### src/rtl/dpll_pkg.sv
// ---------------------------------------------------------------------------
// dpll_pkg
// Types and constants shared by the DPLL blocks: controller state encoding,
// the loop-filter K-code width and its legal code range, and the activity
// counter width with its saturating increment helper.
// ---------------------------------------------------------------------------
package dpll_pkg;

    typedef enum logic [1:0] {
        ST_IDLE    = 2'd0,
        ST_SETTLE  = 2'd1,
        ST_OBSERVE = 2'd2
    } dpll_state_t;

    localparam int KMODE_W = 4;

    // Legal K-code range of the loop filter.
    localparam logic [KMODE_W-1:0] K_CODE_LO = 4'd1;
    localparam logic [KMODE_W-1:0] K_CODE_HI = 4'd15;

    // Carry/borrow activity counter width (saturates at all-ones).
    localparam int ACT_W = 8;

    function automatic logic [ACT_W-1:0] sat_inc(input logic [ACT_W-1:0] v,
                                                 input logic             inc);
        logic [ACT_W-1:0] r;
        r = v;
        if (inc && (v != '1)) begin
            r = v + 1'b1;
        end
        return r;
    endfunction

endpackage

### src/rtl/dlf_gear_ctrl_if.sv
// ---------------------------------------------------------------------------
// dlf_gear_ctrl_if
// Bundle between the gear controller, the loop filter and top-level control.
//   start, stop      : acquisition control from top-level DPLL control
//   carry, borrow    : loop-filter overflow/underflow pulses
//   kMode            : modulus select to the loop filter
//   dlf_enable       : loop-filter enable
//   locked, busy     : status back to top-level control
// master = the gear controller, slave = its environment.
// ---------------------------------------------------------------------------
interface dlf_gear_ctrl_if;

    logic                          start;
    logic                          stop;
    logic                          carry;
    logic                          borrow;
    logic [dpll_pkg::KMODE_W-1:0]  kMode;
    logic                          dlf_enable;
    logic                          locked;
    logic                          busy;

    modport master (
        input  start, stop, carry, borrow,
        output kMode, dlf_enable, locked, busy
    );

    modport slave (
        output start, stop, carry, borrow,
        input  kMode, dlf_enable, locked, busy
    );

endinterface

### src/rtl/dlf_act_window.sv
// ---------------------------------------------------------------------------
// dlf_act_window
// Observation window timer plus saturating activity counter.
//   clk, reset : clock, synchronous active-high reset
//   clear      : zero both counters (priority over enable)
//   enable     : window running
//   pulse      : one activity event this cycle
//   win_end    : this cycle is the last of the window
//   act_total  : activity count including this cycle's pulse, so the value
//                seen alongside win_end is the complete window total
// The window restarts by itself after win_end.
// ---------------------------------------------------------------------------
module dlf_act_window
    import dpll_pkg::*;
#(
    parameter int WIN_LEN = 1024
) (
    input  logic             clk,
    input  logic             reset,
    input  logic             clear,
    input  logic             enable,
    input  logic             pulse,
    output logic             win_end,
    output logic [ACT_W-1:0] act_total
);

    localparam int WW = $clog2(WIN_LEN);

    logic [WW-1:0]    win_cnt_reg;
    logic [ACT_W-1:0] act_cnt_reg;

    assign win_end   = enable && (win_cnt_reg == WW'(WIN_LEN - 1));
    assign act_total = sat_inc(act_cnt_reg, pulse);

    always_ff @(posedge clk) begin
        if (reset || clear) begin
            win_cnt_reg <= '0;
            act_cnt_reg <= '0;
        end else if (enable) begin
            if (win_end) begin
                win_cnt_reg <= '0;
                act_cnt_reg <= '0;
            end else begin
                win_cnt_reg <= win_cnt_reg + 1'b1;
                act_cnt_reg <= act_total;
            end
        end
    end

endmodule

### src/rtl/dlf_gear_ctrl.sv
// ---------------------------------------------------------------------------
// dlf_gear_ctrl
// Adaptive K-mode controller for the DPLL loop filter. Counts carry/borrow
// activity over fixed windows; busy windows shift K down (fast acquisition),
// quiet windows shift K up (low jitter); LOCK_WINS consecutive quiet windows
// at K_MAX assert locked. Every K change passes through SETTLE with the filter
// disabled, so the filter never sees a modulus change while running.
//   clk   : system clock
//   reset : synchronous active-high reset
//   bus   : dlf_gear_ctrl_if.master (start/stop/carry/borrow in;
//           kMode/dlf_enable/locked/busy out, all registered)
// ---------------------------------------------------------------------------
module dlf_gear_ctrl
    import dpll_pkg::*;
#(
    parameter int WIN_LEN    = 1024,
    parameter int SETTLE_CYC = 4,
    parameter int K_MIN      = 1,
    parameter int K_MAX      = 14,
    parameter int LO_THR     = 2,
    parameter int HI_THR     = 16,
    parameter int LOCK_WINS  = 4
) (
    input  logic           clk,
    input  logic           reset,
    dlf_gear_ctrl_if.master bus
);

    // K limits clamped into the filter's legal code range.
    localparam logic [KMODE_W-1:0] K_MIN_C =
        (KMODE_W'(K_MIN) < K_CODE_LO) ? K_CODE_LO : KMODE_W'(K_MIN);
    localparam logic [KMODE_W-1:0] K_MAX_C =
        (KMODE_W'(K_MAX) > K_CODE_HI) ? K_CODE_HI : KMODE_W'(K_MAX);

    localparam logic [ACT_W-1:0] LO_C   = ACT_W'(LO_THR);
    localparam logic [ACT_W-1:0] HI_C   = ACT_W'(HI_THR);
    localparam logic [7:0]       LOCK_C = 8'(LOCK_WINS);

    localparam int SW = (SETTLE_CYC > 1) ? $clog2(SETTLE_CYC) : 1;
    localparam logic [SW-1:0] SETTLE_LAST = SW'(SETTLE_CYC - 1);

    dpll_state_t        state_reg, state_next;
    logic [KMODE_W-1:0] kmode_reg, kmode_next;
    logic               locked_reg, locked_next;
    logic [7:0]         quiet_reg, quiet_next;
    logic [SW-1:0]      settle_reg, settle_next;
    logic               dlf_enable_reg;
    logic               busy_reg;

    logic               win_clear;
    logic               win_end;
    logic [ACT_W-1:0]   act_total;
    logic [7:0]         quiet_inc;

    // Activity is counted only while observing; the window is held clear
    // in every other state.
    dlf_act_window #(
        .WIN_LEN (WIN_LEN)
    ) u_win (
        .clk       (clk),
        .reset     (reset),
        .clear     (win_clear),
        .enable    (state_reg == ST_OBSERVE),
        .pulse     (bus.carry | bus.borrow),
        .win_end   (win_end),
        .act_total (act_total)
    );

    assign quiet_inc = (quiet_reg < LOCK_C) ? (quiet_reg + 8'd1) : quiet_reg;

    always_comb begin
        state_next  = state_reg;
        kmode_next  = kmode_reg;
        locked_next = locked_reg;
        quiet_next  = quiet_reg;
        settle_next = settle_reg;
        win_clear   = 1'b0;

        if (bus.stop) begin
            // Abort: K is kept so a later restart is visible on kMode only
            // once start reloads K_MIN.
            state_next  = ST_IDLE;
            locked_next = 1'b0;
            quiet_next  = '0;
            settle_next = '0;
            win_clear   = 1'b1;
        end else begin
            unique case (state_reg)
                ST_IDLE: begin
                    win_clear = 1'b1;
                    if (bus.start) begin
                        state_next  = ST_SETTLE;
                        kmode_next  = K_MIN_C;
                        settle_next = '0;
                        quiet_next  = '0;
                        locked_next = 1'b0;
                    end
                end

                ST_SETTLE: begin
                    win_clear = 1'b1;
                    if (settle_reg == SETTLE_LAST) begin
                        state_next  = ST_OBSERVE;
                        settle_next = '0;
                    end else begin
                        settle_next = settle_reg + 1'b1;
                    end
                end

                ST_OBSERVE: begin
                    if (win_end) begin
                        if (act_total > HI_C) begin
                            quiet_next  = '0;
                            locked_next = 1'b0;
                            if (kmode_reg > K_MIN_C) begin
                                kmode_next = kmode_reg - 1'b1;
                                state_next = ST_SETTLE;
                            end
                        end else if (act_total < LO_C) begin
                            if (kmode_reg < K_MAX_C) begin
                                kmode_next = kmode_reg + 1'b1;
                                quiet_next = '0;
                                state_next = ST_SETTLE;
                            end else begin
                                quiet_next = quiet_inc;
                                if (quiet_inc == LOCK_C) begin
                                    locked_next = 1'b1;
                                end
                            end
                        end else begin
                            quiet_next = '0;
                        end
                    end
                end

                default: begin
                    state_next = ST_IDLE;
                    win_clear  = 1'b1;
                end
            endcase
        end
    end

    always_ff @(posedge clk) begin
        if (reset) begin
            state_reg      <= ST_IDLE;
            kmode_reg      <= K_MIN_C;
            locked_reg     <= 1'b0;
            quiet_reg      <= '0;
            settle_reg     <= '0;
            dlf_enable_reg <= 1'b0;
            busy_reg       <= 1'b0;
        end else begin
            state_reg      <= state_next;
            kmode_reg      <= kmode_next;
            locked_reg     <= locked_next;
            quiet_reg      <= quiet_next;
            settle_reg     <= settle_next;
            // Status flags follow the state being entered so they stay
            // aligned with state_reg.
            dlf_enable_reg <= (state_next == ST_OBSERVE);
            busy_reg       <= (state_next != ST_IDLE);
        end
    end

    assign bus.kMode      = kmode_reg;
    assign bus.dlf_enable = dlf_enable_reg;
    assign bus.locked     = locked_reg;
    assign bus.busy       = busy_reg;

endmodule

### src/flat_wrapper.sv
// flat-port wrapper written by rule: the top's interface ports become plain ports
module dlf_gear_ctrl_flat import dpll_pkg::*;
#(
    parameter int WIN_LEN    = 1024,
    parameter int SETTLE_CYC = 4,
    parameter int K_MIN      = 1,
    parameter int K_MAX      = 14,
    parameter int LO_THR     = 2,
    parameter int HI_THR     = 16,
    parameter int LOCK_WINS  = 4
)
  (clk, reset, bus_start, bus_stop, bus_carry, bus_borrow, bus_kMode, bus_dlf_enable, bus_locked, bus_busy);
  dlf_gear_ctrl_if bus_i ();
  input  logic clk;
  input  logic reset;
  input wire logic [$bits(bus_i.start)-1:0] bus_start;
  input wire logic [$bits(bus_i.stop)-1:0] bus_stop;
  input wire logic [$bits(bus_i.carry)-1:0] bus_carry;
  input wire logic [$bits(bus_i.borrow)-1:0] bus_borrow;
  output wire logic [$bits(bus_i.kMode)-1:0] bus_kMode;
  output wire logic [$bits(bus_i.dlf_enable)-1:0] bus_dlf_enable;
  output wire logic [$bits(bus_i.locked)-1:0] bus_locked;
  output wire logic [$bits(bus_i.busy)-1:0] bus_busy;
  assign bus_i.start = bus_start;
  assign bus_i.stop = bus_stop;
  assign bus_i.carry = bus_carry;
  assign bus_i.borrow = bus_borrow;
  assign bus_kMode = bus_i.kMode;
  assign bus_dlf_enable = bus_i.dlf_enable;
  assign bus_locked = bus_i.locked;
  assign bus_busy = bus_i.busy;
  dlf_gear_ctrl #(.WIN_LEN(WIN_LEN), .SETTLE_CYC(SETTLE_CYC), .K_MIN(K_MIN), .K_MAX(K_MAX), .LO_THR(LO_THR), .HI_THR(HI_THR), .LOCK_WINS(LOCK_WINS)) u_core (.clk(clk), .reset(reset), .bus(bus_i));
endmodule
### config.mk
export PLATFORM = sky130hd
export DESIGN_NAME = dlf_gear_ctrl_flat
export DESIGN_NICKNAME = d
export VERILOG_FILES = /design/src/rtl/dpll_pkg.sv /design/src/rtl/dlf_gear_ctrl_if.sv /design/src/rtl/dlf_act_window.sv /design/src/rtl/dlf_gear_ctrl.sv /design/src/flat_wrapper.sv
export SDC_FILE = /design/constraint.sdc
export NUM_CORES = 1
export LEC_CHECK = 0
export ABC_AREA = 1
export BUFFER_PORTS_ARGS = -buffer_cell sky130_fd_sc_hd__buf_2
export CORE_MARGIN = 4
export CORE_UTILIZATION = 64
export DETAILED_ROUTE_END_ITERATION = 10
export PLACE_DENSITY = 0.83
export SETUP_SLACK_MARGIN = 0.15
export SLEW_MARGIN = 20
export SYNTH_ARGS = -nofsm -noshare
export SYNTH_HDL_FRONTEND = slang
export SYNTH_SLANG_ARGS = --single-unit
export TNS_END_PERCENT = 20
### constraint.sdc
create_clock -name clk -period 3.39 [get_ports clk]
set_input_delay 0.339 -clock clk [delete_from_list [all_inputs] [get_ports clk]]
set_output_delay 0.339 -clock clk [all_outputs]
set_load 0.01 [all_outputs]
[Word level (Yosys, flattened, before mapping)]
Cells that the tools add are included.
Operators by class
  add/subtract/negate cells: 6
  magnitude comparators: 5
  eq/ne operators: 14
  multiplexer cells: 38
  bitwise operators: 2
  reduce and logical (&&, ||, !) cells: 12
Operators by type and width (count)
  8-bit two-way mux: 8
  4-bit two-way mux: 6
  2-bit two-way mux: 10
  8-bit by 1-bit adder with 8-bit output (second input constant): 2
  8-bit one-hot mux with 2 select lines: 1
  10-bit by 1-bit adder with 10-bit output (second input constant): 1
  10-bit equality test (second input constant): 1
  10-bit two-way mux: 1
  3-bit by 1-bit inequality test with 1-bit output (second input constant): 3
  8-bit by 3-bit equality test with 1-bit output (second input constant): 1
  8-bit by 5-bit > comparator with 1-bit output (second input constant): 1
  8-bit by 2-bit less-than comparator with 1-bit output (second input constant): 1
  8-bit by 3-bit less-than comparator with 1-bit output (second input constant): 1
  1-bit two-way mux: 8
  8-bit inequality test (second input constant): 1
  4-bit one-hot mux with 2 select lines: 1
  7-bit AND reduction: 1
  2-bit equality test (second input constant): 3
  2-bit one-hot mux with 3 select lines: 1
  6-bit AND reduction: 1
  2-bit nonzero test: 3
  4-bit by 1-bit adder with 4-bit output (second input constant): 1
  4-bit by 1-bit > comparator with 1-bit output (second input constant): 1
  4-bit less-than comparator (second input constant): 1
  other kinds (17): 18
Storage, ports and cells
  bits in registers: 37
  bits of input ports: 6
  output and inout bits: 7
  word-level logic and storage cells: 86

[Longest topological paths before layout]
Gate-level depths: netlist of run 1.
  depth after elaboration: 10
  depth in mapped cells: 17

[Hierarchy]
Synthesis of run 1 repeated with hierarchy kept, for this count alone.
Unflattened totals
  cells, all modules: 311
  area, all modules: 2124.5 um^2
By module, submodules not included
  dlf_gear_ctrl: instances 1, cells an instance 156, area each 1109.8 um^2, sequential area each 380.4 um^2
  dlf_act_window: instances 1, cells an instance 155, area each 1014.7 um^2, sequential area each 360.3 um^2

[Least setup slack after synthesis of run 1]
Ideal clock, no wire load.
  path kind: register to register
  from: register u_core.u_win.act_cnt_reg[0]
  to: register u_core.busy_reg, in the netlist u_core.bus.busy
  data arrival time: 1.751 ns
  required time: 3.274 ns
  path slack: 1.522 ns
  stages on the path, launching flop included: 17
  path buffers: 0
  period minus slack after synthesis: 1.868 ns
  cell sequence: dfxtp_1 -> ha_1 -> nand2_2 -> nor2_4 -> nand2_4 -> nand2_2 -> nand2_1 -> nand2_2 -> nor2_1 -> nand2_1 -> nand2_4 -> nand2_4 -> inv_2 -> nand2_1 -> nand2_1 -> a21oi_2 -> nand2_1
Between the ends
  cells in the longest elaborated chain, start to end: 10
  elaborated cells between the ends (all ways): 12
RTL lines
  start, declared: line dlf_act_window.sv:30  | logic [ACT_W-1:0] act_cnt_reg;
  start signal, assigned: line dlf_act_window.sv:45  | act_cnt_reg <= act_total;
  parallel branches: the longest is 2 deep, another holds 8-bit by 1-bit adder with 8-bit output
  8-bit two-way mux (*): line dpll_pkg.sv:28  | if (inc && (v != '1)) begin
  8-bit by 2-bit less-than comparator with 1-bit output: line dlf_gear_ctrl.sv:119  | end else if (act_total < LO_C) begin
  2-bit two-way mux: line dlf_gear_ctrl.sv:119
  2-bit two-way mux (*): line dlf_gear_ctrl.sv:112  | if (act_total > HI_C) begin
  2-bit two-way mux (*): line dlf_gear_ctrl.sv:111  | if (win_end) begin
  2-bit one-hot mux with 3 select lines (*): line dlf_gear_ctrl.sv:88  | unique case (state_reg)
  2-bit two-way mux (*): line dlf_gear_ctrl.sv:79  | if (bus.stop) begin
  2-bit nonzero test (*): line dlf_gear_ctrl.sv:162  | busy_reg <= (state_next != ST_IDLE);
  end signal, assigned: line dlf_gear_ctrl.sv:162
  end, declared: line dlf_gear_ctrl.sv:48  | logic busy_reg;
Every way passes the cells marked *.
A chain may end at the register's enable or synchronous reset.

[Worst setup path in the final report of run 1]
  from: register u_core.u_win.act_cnt_reg[0]
  to: register u_core.kmode_reg[2], in the netlist u_core.bus.kMode[2]
Between the ends
  cells in the longest elaborated chain, start to end: 7
  elaborated cells between the ends (all ways): 13
RTL lines
  parallel branches: the longest is 2 deep, another holds 8-bit by 1-bit adder with 8-bit output
  8-bit two-way mux (*): line dpll_pkg.sv:28
  8-bit by 5-bit > comparator with 1-bit output: line dlf_gear_ctrl.sv:112
  4-bit two-way mux: line dlf_gear_ctrl.sv:112
  4-bit two-way mux: line dlf_gear_ctrl.sv:111
  4-bit one-hot mux with 2 select lines: line dlf_gear_ctrl.sv:88
  end signal, assigned: line dlf_gear_ctrl.sv:155  | kmode_reg <= kmode_next;
  end, declared: line dlf_gear_ctrl.sv:43  | logic [KMODE_W-1:0] kmode_reg, kmode_next;
Every way passes the cells marked *. The select of a mux whose other input is x is not followed.

==> summary by stage, run 1 <==
Status
The run finished with clean final reports.

Clocking
The clock transition time at the flip-flop clock pins of the worst setup and hold paths is ~100 ps. The CTS buffer count is 5. Post-CTS timing repair inserted 0 buffers for setup. The TritonCTS clock tree is yes.

The cell at the root of the clock tree is sky130_fd_sc_hd__clkbuf_4. Hold repair after CTS inserted 0 buffers. In this run, post-CTS repair resized a total of 0 instances.

The clock tree synthesis step divided the H-tree into 2 levels. At the later pin of the worst-skew pair, clock insertion delay measures 330 ps. The maximum buffer depth of the clock tree is 2. For this design, the sink count on the clock tree is 37.

Route
The routed design uses 115 µm of met3 wire. The length of routed wiring on met1 is 1810 µm. For this block, the initial DRC count from the detailed router was 104. The wire length on met2 is 1650 µm. For this run, design rule violations remaining after detail routing come to 0.

The per-cell via count in the routed design is 4.90. The top routing layer in use is met4. The first detailed-routing pass took 4 iterations. In the final routed layout, each cell accounts on average for 9.92 µm. The count of nets left with antenna violations once routing finished came out at 0.

The via count of the routed design is 1790. After detailed routing, the total wire length is 3620 µm.

Critical path
The largest incremental delay on the critical path is 410 ps. The data arrival at the endpoint of the critical path is 2410 ps. Traced cell by cell, the critical path runs through ha_1, nand2_2, nor2_4, nand2_4, nand2_2, nand2_2, nand2_2, nand2_1, nor2_1, nand3_1, inv_1, nor2_2, nor2_4, nand2_1, a21oi_1. The category of the worst setup path launch point is a register.

The setup path with the least slack is of type reg2reg. The cell family contributing the most delay on the critical path is simple AND/OR/NAND/NOR gates. STA puts the critical path data required time at 3650 ps. The element type at the critical path end is a register. Counting both buffers and inverters, the worst setup path holds a total of 1. In this design, the critical path's most frequently occurring cell is sky130_fd_sc_hd__nand2_2. Of all nets on the critical path, the largest fanout is 8. The slowest stage of the critical path is the sky130_fd_sc_hd__dfxtp_1 cell.

Logic synthesis
By count the netlist is led by sky130_fd_sc_hd__nand2_1, sky130_fd_sc_hd__inv_1, sky130_fd_sc_hd__nor2_1. After synthesis, the mean cell area works out to 6.78 µm². In the post-synthesis netlist, the biggest area contributors are sky130_fd_sc_hd__dfxtp_1, sky130_fd_sc_hd__nand2_1, sky130_fd_sc_hd__inv_1. The share of the Yosys chip area taken by registers is 0.359. The register bit total from synthesis is 37. Of the post-synthesis cell area, the dominant cell type holds 0.359. By instance count, the leading cell after synthesis is sky130_fd_sc_hd__nand2_1. Of all cell types, the one taking the most synthesized area is sky130_fd_sc_hd__dfxtp_1. The synthesis warning total is 0. The synthesized netlist cell count is 304. Summing every instance area after synthesis gives 2060 µm². The synthesized netlist contains 27 unique library cells. Of all flip-flops after synthesis, the portion carrying an async set or reset was 0. The most used flip-flop cell after synthesis is sky130_fd_sc_hd__dfxtp_1. Synthesis produced a netlist with a net count of 317. In this run, synthesis inferred 0 flip-flops with an integrated enable.

Floorplanning
The floorplan step defined a core boundary enclosing ~3100 µm². The die width is 64.7 µm. For this configuration, the core starts out at a cell density of 0.670. The number of placement rows is 20.

The area of the die is 4190 µm². The number of I/O pins is 13. The die is between 60 and 70 µm tall.

GRT
The first global-routing pass estimated around 6800 µm of wire. Entering global routing, the biggest net connects 19 pins. Summed over all layers, the global routing overflow is 0. The global-route usage over all layers is 0.203. The via count of the first global-routing pass is about 1700. The initial antenna violation count is 0.

STA
For the final routed database, the setup TNS stands at 0 ps. The number of slew-limit violations in the final report is 0. The final cycle utilization of the critical path is 0.634. Counting I/O delays and the setup requirement, the final critical path takes 2150 ps. The count of endpoints failing hold in the final timing report came to 0.

Headroom to the max-slew limit came out at 0.613. The maximum clock frequency is roughly 460 MHz. Setup violations remaining at the end of the flow were counted as 0.

Setup repair after global routing left no endpoint under its margin. The clock skew after layout is 9.51 ps. Setup slack on the critical path of the routed design comes to 1240 ps. At the pin with the least slew margin, the transition time is 579 ps. Hold is met by 229 ps.

Layout
The filler cell count in the final layout is 269. The register with the most flip-flops in the layout has 10 of them. The area overhead of the layout relative to synthesis is 7.53%. For this run, the number of standard cells in the final layout without fillers is 365.

The share of cells above drive strength 1 is 0.143. The antenna diode instance count is 0. After the last flow step, the layout net total stands at 334.

Power and ir drop
Summed over all cells, the static leakage comes to approximately 1.0 nW. For this design the ratio of total power to cell area is ~330 nW/µm². The completed layout was analyzed and its total power is 734 µW. The worst ir drop on vdd is 0.000249 V.

Placement
During placement, the flow inserted port buffers numbering 12. Timing analysis after detailed placement gives a worst setup slack of 1250 ps. The cell count after placement is 358. The routability congestion estimate from global placement is 0.817. Summed over all nets, the half-perimeter wirelength after detailed placement is 2830 µm.

Min path
The class of the worst hold path is in2reg.

Run
The count of maximum capacitance violations is 0.
-- layer usage --
metal	track usage	vias to the layer above
met5	0	-
met4	0.0739	0
met3	0.0520	6
met2	0.347	21
met1	0.245	785
li1	-	978
-- where the power goes --
group | leakage (nW) | internal, mW | switching (mW)
registers | 0.299 | 0.438 | 0.00395
logic | 0.713 | 0.0232 | 0.0425
clock network | 0.0314 | 0.0979 | 0.129
-- cells in the final DEF (no fill, tap or decap), types with 2 or more instances in the layout --
master	instances
sky130_fd_sc_hd__nand2_2	11
sky130_fd_sc_hd__buf_2	12
sky130_fd_sc_hd__nand2_4	3
sky130_fd_sc_hd__a21oi_2	2
sky130_fd_sc_hd__xnor2_1	3
sky130_fd_sc_hd__nor2_1	44
sky130_fd_sc_hd__nand3_1	23
sky130_fd_sc_hd__and3_1	2
sky130_fd_sc_hd__a21oi_1	13
sky130_fd_sc_hd__nor2_2	3
sky130_fd_sc_hd__inv_2	3
sky130_fd_sc_hd__nor3_1	3
sky130_fd_sc_hd__nand4_1	5
sky130_fd_sc_hd__nor3b_1	3
sky130_fd_sc_hd__xor2_1	6
sky130_fd_sc_hd__nor2_4	3
sky130_fd_sc_hd__nand3_2	2
sky130_fd_sc_hd__clkbuf_4	5
sky130_fd_sc_hd__o21a_1	2
sky130_fd_sc_hd__inv_1	48
sky130_fd_sc_hd__o21ai_0	7
sky130_fd_sc_hd__nand2_1	69
sky130_fd_sc_hd__ha_1	7
sky130_fd_sc_hd__dfxtp_1	37
-- final timing paths --
kind                                                  from                               end  slack, ps  depth (start not counted)
setup / recovery  u_core.u_win.act_cnt_reg[0]$_SDFFE_PP0P_  u_core.bus.kMode[2]$_SDFFE_PP0P_       1240                         15
hold / removal                                       reset  u_core.bus.kMode[3]$_SDFFE_PP0P_        230                          2
setup reg to reg  u_core.u_win.act_cnt_reg[0]$_SDFFE_PP0P_  u_core.bus.kMode[2]$_SDFFE_PP0P_       1240                         15
hold reg to reg           u_core.quiet_reg[3]$_SDFFE_PP0P_  u_core.quiet_reg[3]$_SDFFE_PP0P_        430                          2
-- final cells by class --
class	count	area, µm²	area share
Sequential cell	37	741	0.334
Clock buffer	7	55.1	0.0248
Timing Repair Buffer	12	60.1	0.0271
Tap cell	44	55.1	0.0248
Multi-Input combinational cell	213	1110	0.501
Inverter	52	195	0.0881
-- through the flow --
stage	utilization	cell area, µm²
final	0.720	2220
after global routing	0.720	2220
after CTS	0.720	2220
after detailed placement	0.702	2160
after global placement	0.702	2160
after floorplan	-	2060
-- cell families after synthesis --
| kind of cell | share of synthesized area |
|---|---|
| compound gates | 0.0686 |
| buf+inv | 0.102 |
| fa+ha+maj | 0.0425 |
| flops | 0.359 |
| simple gates | 0.389 |
| xor+xnor | 0.0383 |
(Power assumes the default switching activity.)
==> run 2, diff against run 1 <==
Settings changed: CORE_UTILIZATION 64 to 54, PLACE_DENSITY 0.83 to 0.75.
Clock period 3.39 ns to 1.7 ns, I/O delays scaled along.
==> run 2 against run 1 <==
Compared with the run above:
- the flow now finishes with violations (negative setup slack)
- fmax increased by 5.8%
- clock skew decreased by 5.4 ps
- via count increased by 13%
- sequential cell count unchanged
- global-route usage decreased by 1.4 points
- critical path type unchanged
==> summary by stage, run 2 (synthesis gave the netlist of run 1 again) <==
Placement
The minimum setup slack after placement is -337 ps (was 1250 ps). The number of buffer cells added on primary ports came to 12 (unchanged). The half-perimeter wire length after placement is 3200 µm (was 2830 µm). The routability congestion estimate from global placement is 0.846 (was 0.817).

The cell count after placement was 394 (was 358).

GRT
The global-route usage over all layers is 0.189 (was 0.203). The via count of the first global-routing pass is 1844 (was 1669). The pin count of the biggest net entering global routing was 13 (was 19). The aggregate global routing overflow was 0 (unchanged). The initial antenna violation count is 0 (unchanged). The global-route wire length before repair is 7620 µm (was 6780 µm).

STA
The final period demand of the worst path is 2030 ps (was 2150 ps). The total setup violations reported at the end of the flow is 17 (was 0). The clock skew after layout was 4.14 ps (was 9.51 ps). The number of slew-limit violations in the final report is 0 (unchanged). The transition time at the pin with the least slew margin is 534 ps (was 579 ps). The final critical-path setup slack is -333 ps (was 1240 ps). The count of endpoints failing hold in the final timing report is 0 (unchanged). The final cycle utilization of the critical path came to 1.20 (was 0.634). The normalized max-slew margin was 0.643 (was 0.613). RSZ-0062 raised after global routing: yes (was no). The maximum clock frequency was 492 MHz (was 465 MHz).

Clocking
The clock transition time at the flip-flop clock pins of the worst setup and hold paths was 70 ps (was 100 ps). The number of H-tree levels came to 2 (unchanged). The CTS buffer count came to 5 (unchanged).

The TritonCTS clock tree is yes (unchanged). The number of clock sinks is 37 (unchanged). The maximum buffer depth of the clock tree is 2 (unchanged). The cell at the root of the clock tree is sky130_fd_sc_hd__clkbuf_8 (was sky130_fd_sc_hd__clkbuf_4).

The later-pin clock latency in the skew report is 290 ps (was 330 ps).

Status
The final reports fail on negative setup slack. Status: complete, but fails checks (was completed).

Route
The detailed-route wire length per cell is 11.9 µm (was 9.92 µm). The count of nets left with antenna violations after detail routing came to 0 (unchanged). The detailed-route DRC error count is 0 (unchanged). The length of routed wiring on met1 is 2140 µm (was 1810 µm).

The top routing layer in use is met4 (unchanged). The number of optimization iterations in the first detailed-route pass came to 4 (unchanged). The routed wire length on met3 is 158 µm (was 115 µm). The wire length after detailed routing was 4820 µm (was 3620 µm).

The number of DRC violations after detailed-routing iteration 0 is 113 (was 104). The per-cell via count in the routed design is 4.99 (was 4.90). The wire length on met2 is 2400 µm (was 1650 µm). The via count of the routed design is 2022 (was 1790).

Layout
The antenna diode instance count is 0 (unchanged). Top library cells by usage in the layout, fill and taps aside: sky130_fd_sc_hd__nand2_1, sky130_fd_sc_hd__inv_1, sky130_fd_sc_hd__buf_4, sky130_fd_sc_hd__dfxtp_1, sky130_fd_sc_hd__nor2_1 (was sky130_fd_sc_hd__nand2_1, sky130_fd_sc_hd__inv_1, sky130_fd_sc_hd__nor2_1). The filler cell count in the final layout is 254 (was 269). The non-filler instance count after layout was 405 (was 365). The most common cell after layout, fill and taps aside is sky130_fd_sc_hd__nand2_1 (unchanged). The flip-flop count of the largest register, all copies and words added is 10 (unchanged). The final cell utilization of the core is 0.770 (was 0.720).

The number of nets in the layout is 369 (was 334). The area overhead of the layout relative to synthesis came to 36.8% (was 7.53%). The share of cells above drive strength 1 is 0.367 (was 0.143).

Critical path
The element type at the critical path end is a register (unchanged). The setup slack of the worst register-to-register path came to -330 ps (was 1240 ps). Worst path cell trace: ha_4, nand2_4, nor2_4, nand2_8, nand2_8, inv_2, nand2_1, nand2_2, nand2_2, nor2_4, buf_4, nand2_1, nor2_4, and3_1, o21a_1 (was ha_1, nand2_2, nor2_4, nand2_4, nand2_2, nand2_2, nand2_2, nand2_1, nor2_1, nand3_1, inv_1, nor2_2, nor2_4, nand2_1, a21oi_1). The start of the worst register-to-register path is u_core.u_win.act_cnt_reg[1]$_SDFFE_PP0P_ (was u_core.u_win.act_cnt_reg[0]$_SDFFE_PP0P_). The data required time of the worst path is 1880 ps (was 3650 ps). The end of the worst register-to-register path is u_core.bus.locked$_SDFFE_PP0P_ (was u_core.bus.kMode[2]$_SDFFE_PP0P_).

The classification of the worst setup path is reg2reg (unchanged). The biggest fanout along the worst timing path is 8 (unchanged). The cell type of the slowest stage on the worst timing path is sky130_fd_sc_hd__dfxtp_4 (was sky130_fd_sc_hd__dfxtp_1). The category of the worst setup path launch point is a register (unchanged). The most repeated library cell on the critical path is sky130_fd_sc_hd__nor2_4 (was sky130_fd_sc_hd__nand2_2).

The data arrival at the endpoint of the critical path is 2220 ps (was 2410 ps). The largest incremental delay on the critical path was 370 ps (was 410 ps). The total buffers and inverters traversed by the critical path is 2 (was 1).

The critical path's top delay family is simple AND/OR/NAND/NOR gates (unchanged). The depth of the worst register-to-register path is 15 (unchanged).

Floorplanning
The floorplan core area is 3660 µm² (was 3080 µm²). The number of placement rows is 22 (was 20). The starting utilization of the core area came to 0.563 (was 0.670). The die width came to 69.8 µm (was 64.7 µm).

The area of the die was 4870 µm² (was 4190 µm²). The die height is 69.8 µm (was 64.7 µm). The number of I/O pins is 13 (unchanged).

Min path
The hold-critical path endpoint is u_core.bus.kMode[3]$_SDFFE_PP0P_ (unchanged). The count of cells along the worst hold path is 2 (unchanged). The class of the worst hold path was in2reg (unchanged). The startpoint of the lowest-slack hold path is reset (unchanged).

Power and ir drop
The leakage power summed over all cells is 1.29 nW (was 1.04 nW). The total power per unit cell area came to 589 nW/µm² (was 331 nW/µm²). The worst ir drop on vdd was 0.000718 V (was 0.000249 V). The overall power is 1.66 mW (was 734 µW).

Run
The count of maximum capacitance violations is 0 (unchanged).
run 2: cell type report:
type,instances,area (µm²),area share
clock buffer,6,72.6,0.0257
clock inverter,2,10.0,0.00355
inverter,52,198,0.0701
multi-input combinational,213,1400,0.495
sequential,37,748,0.265
tap,48,60.1,0.0213
timing repair buffer,47,334,0.119
run 2: worst register-to-register path, delay by kind of cell (launching register included):
kind                       cells  cell delay, ps
AOI/OAI and AO/OA              1             160
adders and majority gates      1             150
buffers and inverters          2             170
DFF                            1             370
and+or+nand+nor               11            1070
run 2: through the flow:
step	setup TNS (ps)	cell area (µm²)	hold WS, ps
2_1_floorplan	-600	2100	239
3_3_place_gp	-3100	2440	410
3_5_place_dp	-4020	2440	412
4_1_cts	-3330	2630	103
5_1_grt	-7240	2820	112
6_report	-5180	2820	116
run 2: report_power, final:
group | leakage, nW | switching [mW] | internal (mW)
logic | 0.940 | 0.114 | 0.0758
registers | 0.301 | 0.00381 | 0.871
clock network | 0.0450 | 0.310 | 0.284
run 2: routing by layer:
layer,up-vias,GRT usage
met5,-,0
met4,0,0.0745
met3,13,0.0391
met2,34,0.316
met1,927,0.237
li1,1048,-
run 2: timing repair:
item,4_1_cts,5_1_grt
hold buffers,0,0
resized for setup,26,38
pin swaps,16,21
setup buffers,1,2
setup endpoints to repair,34,35
run 2: worst max path at each step:
stage | from | end | depth (start not counted)
after floorplan | u_core.u_win.act_cnt_reg[0]$_SDFFE_PP0P_ | u_core.bus.busy$_SDFF_PP0_ | 16
after global placement | u_core.u_win.act_cnt_reg[1]$_SDFFE_PP0P_ | u_core.bus.busy$_SDFF_PP0_ | 12
final | u_core.u_win.act_cnt_reg[1]$_SDFFE_PP0P_ | u_core.bus.locked$_SDFFE_PP0P_ | 15
after global routing | u_core.u_win.act_cnt_reg[1]$_SDFFE_PP0P_ | u_core.bus.kMode[1]$_SDFFE_PP0P_ | 16
after detailed placement | u_core.u_win.act_cnt_reg[1]$_SDFFE_PP0P_ | u_core.bus.busy$_SDFF_PP0_ | 12
after CTS | u_core.u_win.act_cnt_reg[0]$_SDFFE_PP0P_ | u_core.bus.kMode[2]$_SDFFE_PP0P_ | 16
==> run 3, diff against run 2 <==
Settings changed: ABC_AREA 1 to 0, CORE_ASPECT_RATIO from default to 1.4, CORE_UTILIZATION 54 to 53, PLACE_DENSITY 0.75 to 0.74.
==> run 3 against run 2 <==
Compared with the run above:
- cell count is 20% lower
- clock power is 3.9% higher
- clock skew grew 3.6 ps
- die area shrank 7.3%
- critical endpoint is now u_core.bus.kMode[1]$_SDFFE_PP0P_
- largest power group unchanged
- the flow still finishes with violations (negative setup slack)
- first-iteration DRC count is 49% lower
- register-to-register slack got worse by 290 ps
- highest routed layer unchanged
- critical path type unchanged
- worst setup slack worse by 290 ps
- sequential power shrank 0.5%
- routed wire length decreased by 7.5%
- power down 5.0%
- area after synthesis decreased by 10%
==> summary by stage, run 3 <==
Route
The wire length after detailed routing was 4460 µm (was 4820 µm). The count of nets left with antenna violations after detail routing was 0 (unchanged). The number of DRC violations after detailed-routing iteration 0 is 58 (was 113). The detailed-route DRC error count was 0 (unchanged).

The detailed-route wire length per cell was 13.8 µm (was 11.9 µm). The number of optimization iterations in the first detailed-route pass is 4 (unchanged). The via count of the routed design is 1783 (was 2022). The per-cell via count in the routed design is 5.54 (was 4.99).

Logic synthesis
The number of distinct library cell variants in the gate-level netlist after synthesis was 49 (was 27). Post-synth top cells: sky130_fd_sc_hd__dfxtp_1, sky130_fd_sc_hd__nor2_1, sky130_fd_sc_hd__nand2_1 (was sky130_fd_sc_hd__nand2_1, sky130_fd_sc_hd__inv_1, sky130_fd_sc_hd__nor2_1). The biggest area consumer among synthesized cells is sky130_fd_sc_hd__dfxtp_1 (unchanged). The sequential cell area fraction in the yosys report is 0.400 (was 0.359). The number of enable-type register cells in the synthesized netlist is 0 (unchanged).

The area of the mapped netlist is 1850 µm² (was 2060 µm²). The per-instance average area after synthesis is 8.77 µm² (was 6.78 µm²). Top post-synthesis cells by area: sky130_fd_sc_hd__dfxtp_1, sky130_fd_sc_hd__nor2_1, sky130_fd_sc_hd__ha_1 (was sky130_fd_sc_hd__dfxtp_1, sky130_fd_sc_hd__nand2_1, sky130_fd_sc_hd__inv_1). The register bit total from synthesis is 37 (unchanged). The proportion of netlist area held by the largest area contributor is 0.400 (was 0.359). The cell with the most instances after synthesis is sky130_fd_sc_hd__dfxtp_1 (was sky130_fd_sc_hd__nand2_1). The synthesized netlist cell count is 211 (was 304). The synthesized netlist net count is 224 (was 317).

The async set-or-reset flop fraction in the synthesized netlist is 0 (unchanged). The synthesis warning total is 0 (unchanged). The most used flip-flop cell after synthesis is sky130_fd_sc_hd__dfxtp_1 (unchanged).

Layout
The area used by multi-input combinational logic came to 1190 µm² (was 1400 µm²). The antenna diode instance count is 0 (unchanged). The share of cells above drive strength 1 is 0.362 (was 0.367). The non-filler instance count after layout came to 322 (was 405). The flip-flop count of the largest register, all copies and words added came to 10 (unchanged). The area used by sequential logic in the layout is 748 µm² (unchanged). The number of nets in the layout is 294 (was 369). The final cell utilization of the core is 0.770 (about the same). Top library cells by usage in the layout, fill and taps aside: sky130_fd_sc_hd__buf_4, sky130_fd_sc_hd__dfxtp_1, sky130_fd_sc_hd__nor2_1 (was sky130_fd_sc_hd__nand2_1, sky130_fd_sc_hd__inv_1, sky130_fd_sc_hd__buf_4, sky130_fd_sc_hd__dfxtp_1, sky130_fd_sc_hd__nor2_1).

The area overhead of the layout relative to synthesis is 40.6% (was 36.8%). The most common cell after layout, fill and taps aside was sky130_fd_sc_hd__buf_4 (was sky130_fd_sc_hd__nand2_1). The filler cell count in the final layout is 242 (was 254).

Critical path
The depth of the worst register-to-register path is 8 (was 15). The data arrival at the endpoint of the critical path is 2520 ps (was 2220 ps). The critical path's top delay family is simple AND/OR/NAND/NOR gates (unchanged). The largest incremental delay on the critical path was 420 ps (was 370 ps). The cell type of the slowest stage on the worst timing path is sky130_fd_sc_hd__or4_1 (was sky130_fd_sc_hd__dfxtp_4). The biggest fanout along the worst timing path is 7 (was 8).

The number of cells on the critical path is 8 (was 15). The total buffers and inverters traversed by the critical path is 0 (was 2). The element type at the critical path end was a register (unchanged). The setup slack of the worst register-to-register path came to -620 ps (was -330 ps).

The category of the worst setup path launch point was a register (unchanged). Worst path cell trace: ha_4, nand4_1, o22ai_2, mux2_4, nor3_4, a32oi_4, or4_1, o31ai_1 (was ha_4, nand2_4, nor2_4, nand2_8, nand2_8, inv_2, nand2_1, nand2_2, nand2_2, nor2_4, buf_4, nand2_1, nor2_4, and3_1, o21a_1). The classification of the worst setup path is reg2reg (unchanged). The data required time of the worst path was 1890 ps (was 1880 ps).

Placement
The cell count after placement came to 308 (was 394). The number of buffer cells added on primary ports is 12 (unchanged). The routability congestion estimate from global placement is 0.899 (was 0.846). The half-perimeter wire length after placement came to 3230 µm (was 3200 µm).

STA
The clock skew after layout is 7.78 ps (was 4.14 ps). RSZ-0062 raised after global routing: yes (unchanged). The total setup violations reported at the end of the flow came to 16 (was 17). The transition time at the pin with the least slew margin is 360 ps (was 534 ps). The final cycle utilization of the critical path is 1.37 (was 1.20). The number of slew-limit violations in the final report was 0 (unchanged). The final period demand of the worst path is 2320 ps (was 2030 ps). The maximum clock frequency is 430 MHz (was 492 MHz). The normalized max-slew margin came to 0.759 (was 0.643).

The count of endpoints failing hold in the final timing report came to 0 (unchanged). The final critical-path setup slack is -625 ps (was -333 ps).

Clocking
The TritonCTS clock tree is yes (unchanged). The maximum buffer depth of the clock tree is 2 (unchanged). The number of H-tree levels is 2 (unchanged). The cell at the root of the clock tree is sky130_fd_sc_hd__clkbuf_8 (unchanged).

The hold buffer count at CTS is 0 (unchanged). The later-pin clock latency in the skew report is 290 ps (about the same). The clock transition time at the flip-flop clock pins of the worst setup and hold paths is 70 ps (about the same). The number of clock sinks is 37 (unchanged). The CTS buffer count is 5 (unchanged).

Floorplanning
The number of placement rows is 25 (was 22). The starting utilization of the core area was 0.548 (was 0.563). The area of the die is 4510 µm² (was 4870 µm²).

The floorplan core area was 3380 µm² (was 3660 µm²). The number of I/O pins is 13 (unchanged). The die width was 57.9 µm (was 69.8 µm).

The die height is 77.9 µm (was 69.8 µm).

Run
The count of maximum capacitance violations came to 0 (unchanged).

GRT
The pin count of the biggest net entering global routing is 17 (was 13). The aggregate global routing overflow is 0 (unchanged). The global-route wire length before repair is 7600 µm (was 7620 µm). The busiest layer in global routing was met2 (unchanged). The met2 usage in global routing was 0.383 (was 0.316).

The met3 layer usage reported by global route is 0.0349 (was 0.0391). The met1 capacity usage during global routing was 0.244 (was 0.237). The initial antenna violation count is 0 (unchanged).

The global-route usage over all layers is 0.214 (was 0.189). The via count of the first global-routing pass was 1727 (was 1844).

Status
Violations in the final reports: negative setup slack (unchanged). Status: complete, but fails checks (unchanged).

Min path
The count of cells along the worst hold path was 2 (unchanged). The class of the worst hold path is in2reg (unchanged).

Power and ir drop
The leakage power summed over all cells was 1.08 nW (was 1.29 nW). The worst ir drop on vdd is 0.000705 V (was 0.000718 V). The overall power came to 1.58 mW (was 1.66 mW). The total power per unit cell area was 606 nW/µm² (was 589 nW/µm²).
## run 3: cell types whose count changed in the layout (fill, tap and decap cells not counted), sizes merged, moves of 4 or more
| cell | change |
|---|---|
| nand2 | -70 |
| inv | -42 |
| buf | +19 |
| nor2 | -18 |
| nand3 | -15 |
| mux2i | +8 |
| and2 | +7 |
| a21oi | -6 |
| nor2b | +5 |
| nor3 | +4 |
## run 3: kinds of logic after synthesis
| group | after synthesis | synth area share |
|---|---|---|
| AOI/OAI and AO/OA | 37 | 0.145 |
| xor gates and xnor gates | 13 | 0.0615 |
| buffers and inverters | 12 | 0.0243 |
| muxes | 9 | 0.0494 |
| and+or+nand+nor | 96 | 0.272 |
| adders and majority gates | 7 | 0.0473 |
| DFF | 37 | 0.400 |
## run 3: through the flow
stage                     instance area (µm²)  hold WS, ps  setup WS (ps)  setup TNS (ps)
final                                    2600          162           -625           -8870
after global routing                     2600          178           -748          -10970
after CTS                                2530          151           -582           -7820
after detailed placement                 2410          435           -597           -7850
after global placement                   2410          433           -519           -7230
after floorplan                          1930          272           -370           -4470
## run 3: worst paths after layout
check | start | endpoint
worst min register to register | u_core.bus.locked$_SDFFE_PP0P_ | u_core.bus.locked$_SDFFE_PP0P_
worst min-delay path | reset | u_core.bus.kMode[0]$_SDFFE_PP1P_
worst max-delay path | u_core.u_win.act_cnt_reg[1]$_SDFFE_PP0P_ | u_core.bus.kMode[1]$_SDFFE_PP0P_
worst max register to register | u_core.u_win.act_cnt_reg[1]$_SDFFE_PP0P_ | u_core.bus.kMode[1]$_SDFFE_PP0P_
## run 3: layout make-up
type / instances / area share
inverter: 9 / 0.0130
clock buffer: 8 / 0.0346
timing repair buffer: 66 / 0.188
tap: 40 / 0.0192
sequential: 37 / 0.288
multi-input combinational: 162 / 0.457
## run 3: worst register-to-register path, cell delays in order, from the launching register on
cell	delay, ps
sky130_fd_sc_hd__dfxtp_4	380
sky130_fd_sc_hd__ha_4	170
sky130_fd_sc_hd__nand4_1	150
sky130_fd_sc_hd__o22ai_2	250
sky130_fd_sc_hd__mux2_4	350
sky130_fd_sc_hd__nor3_4	250
sky130_fd_sc_hd__a32oi_4	180
sky130_fd_sc_hd__or4_1	420
sky130_fd_sc_hd__o31ai_1	80
## run 3: report_power, final
| group | switching, mW | internal (mW) | total (mW) |
|---|---|---|---|
| registers | 0.00391 | 0.867 | 0.871 |
| logic | 0.0434 | 0.0443 | 0.0877 |
| clock network | 0.287 | 0.330 | 0.617 |
| total | 0.334 | 1.24 | 1.58 |
## run 3: routing by layer
layer,vias up,wire [µm]
met4,0,111
met5,-,0
li1,886,-
met3,12,140
met2,43,2380
met1,842,1830
## run 3: timing repair
action	4_1_cts	5_1_grt
pin swaps	9	13
setup endpoints to repair	16	32
buffers inserted	2	4
gates resized for setup	4	12
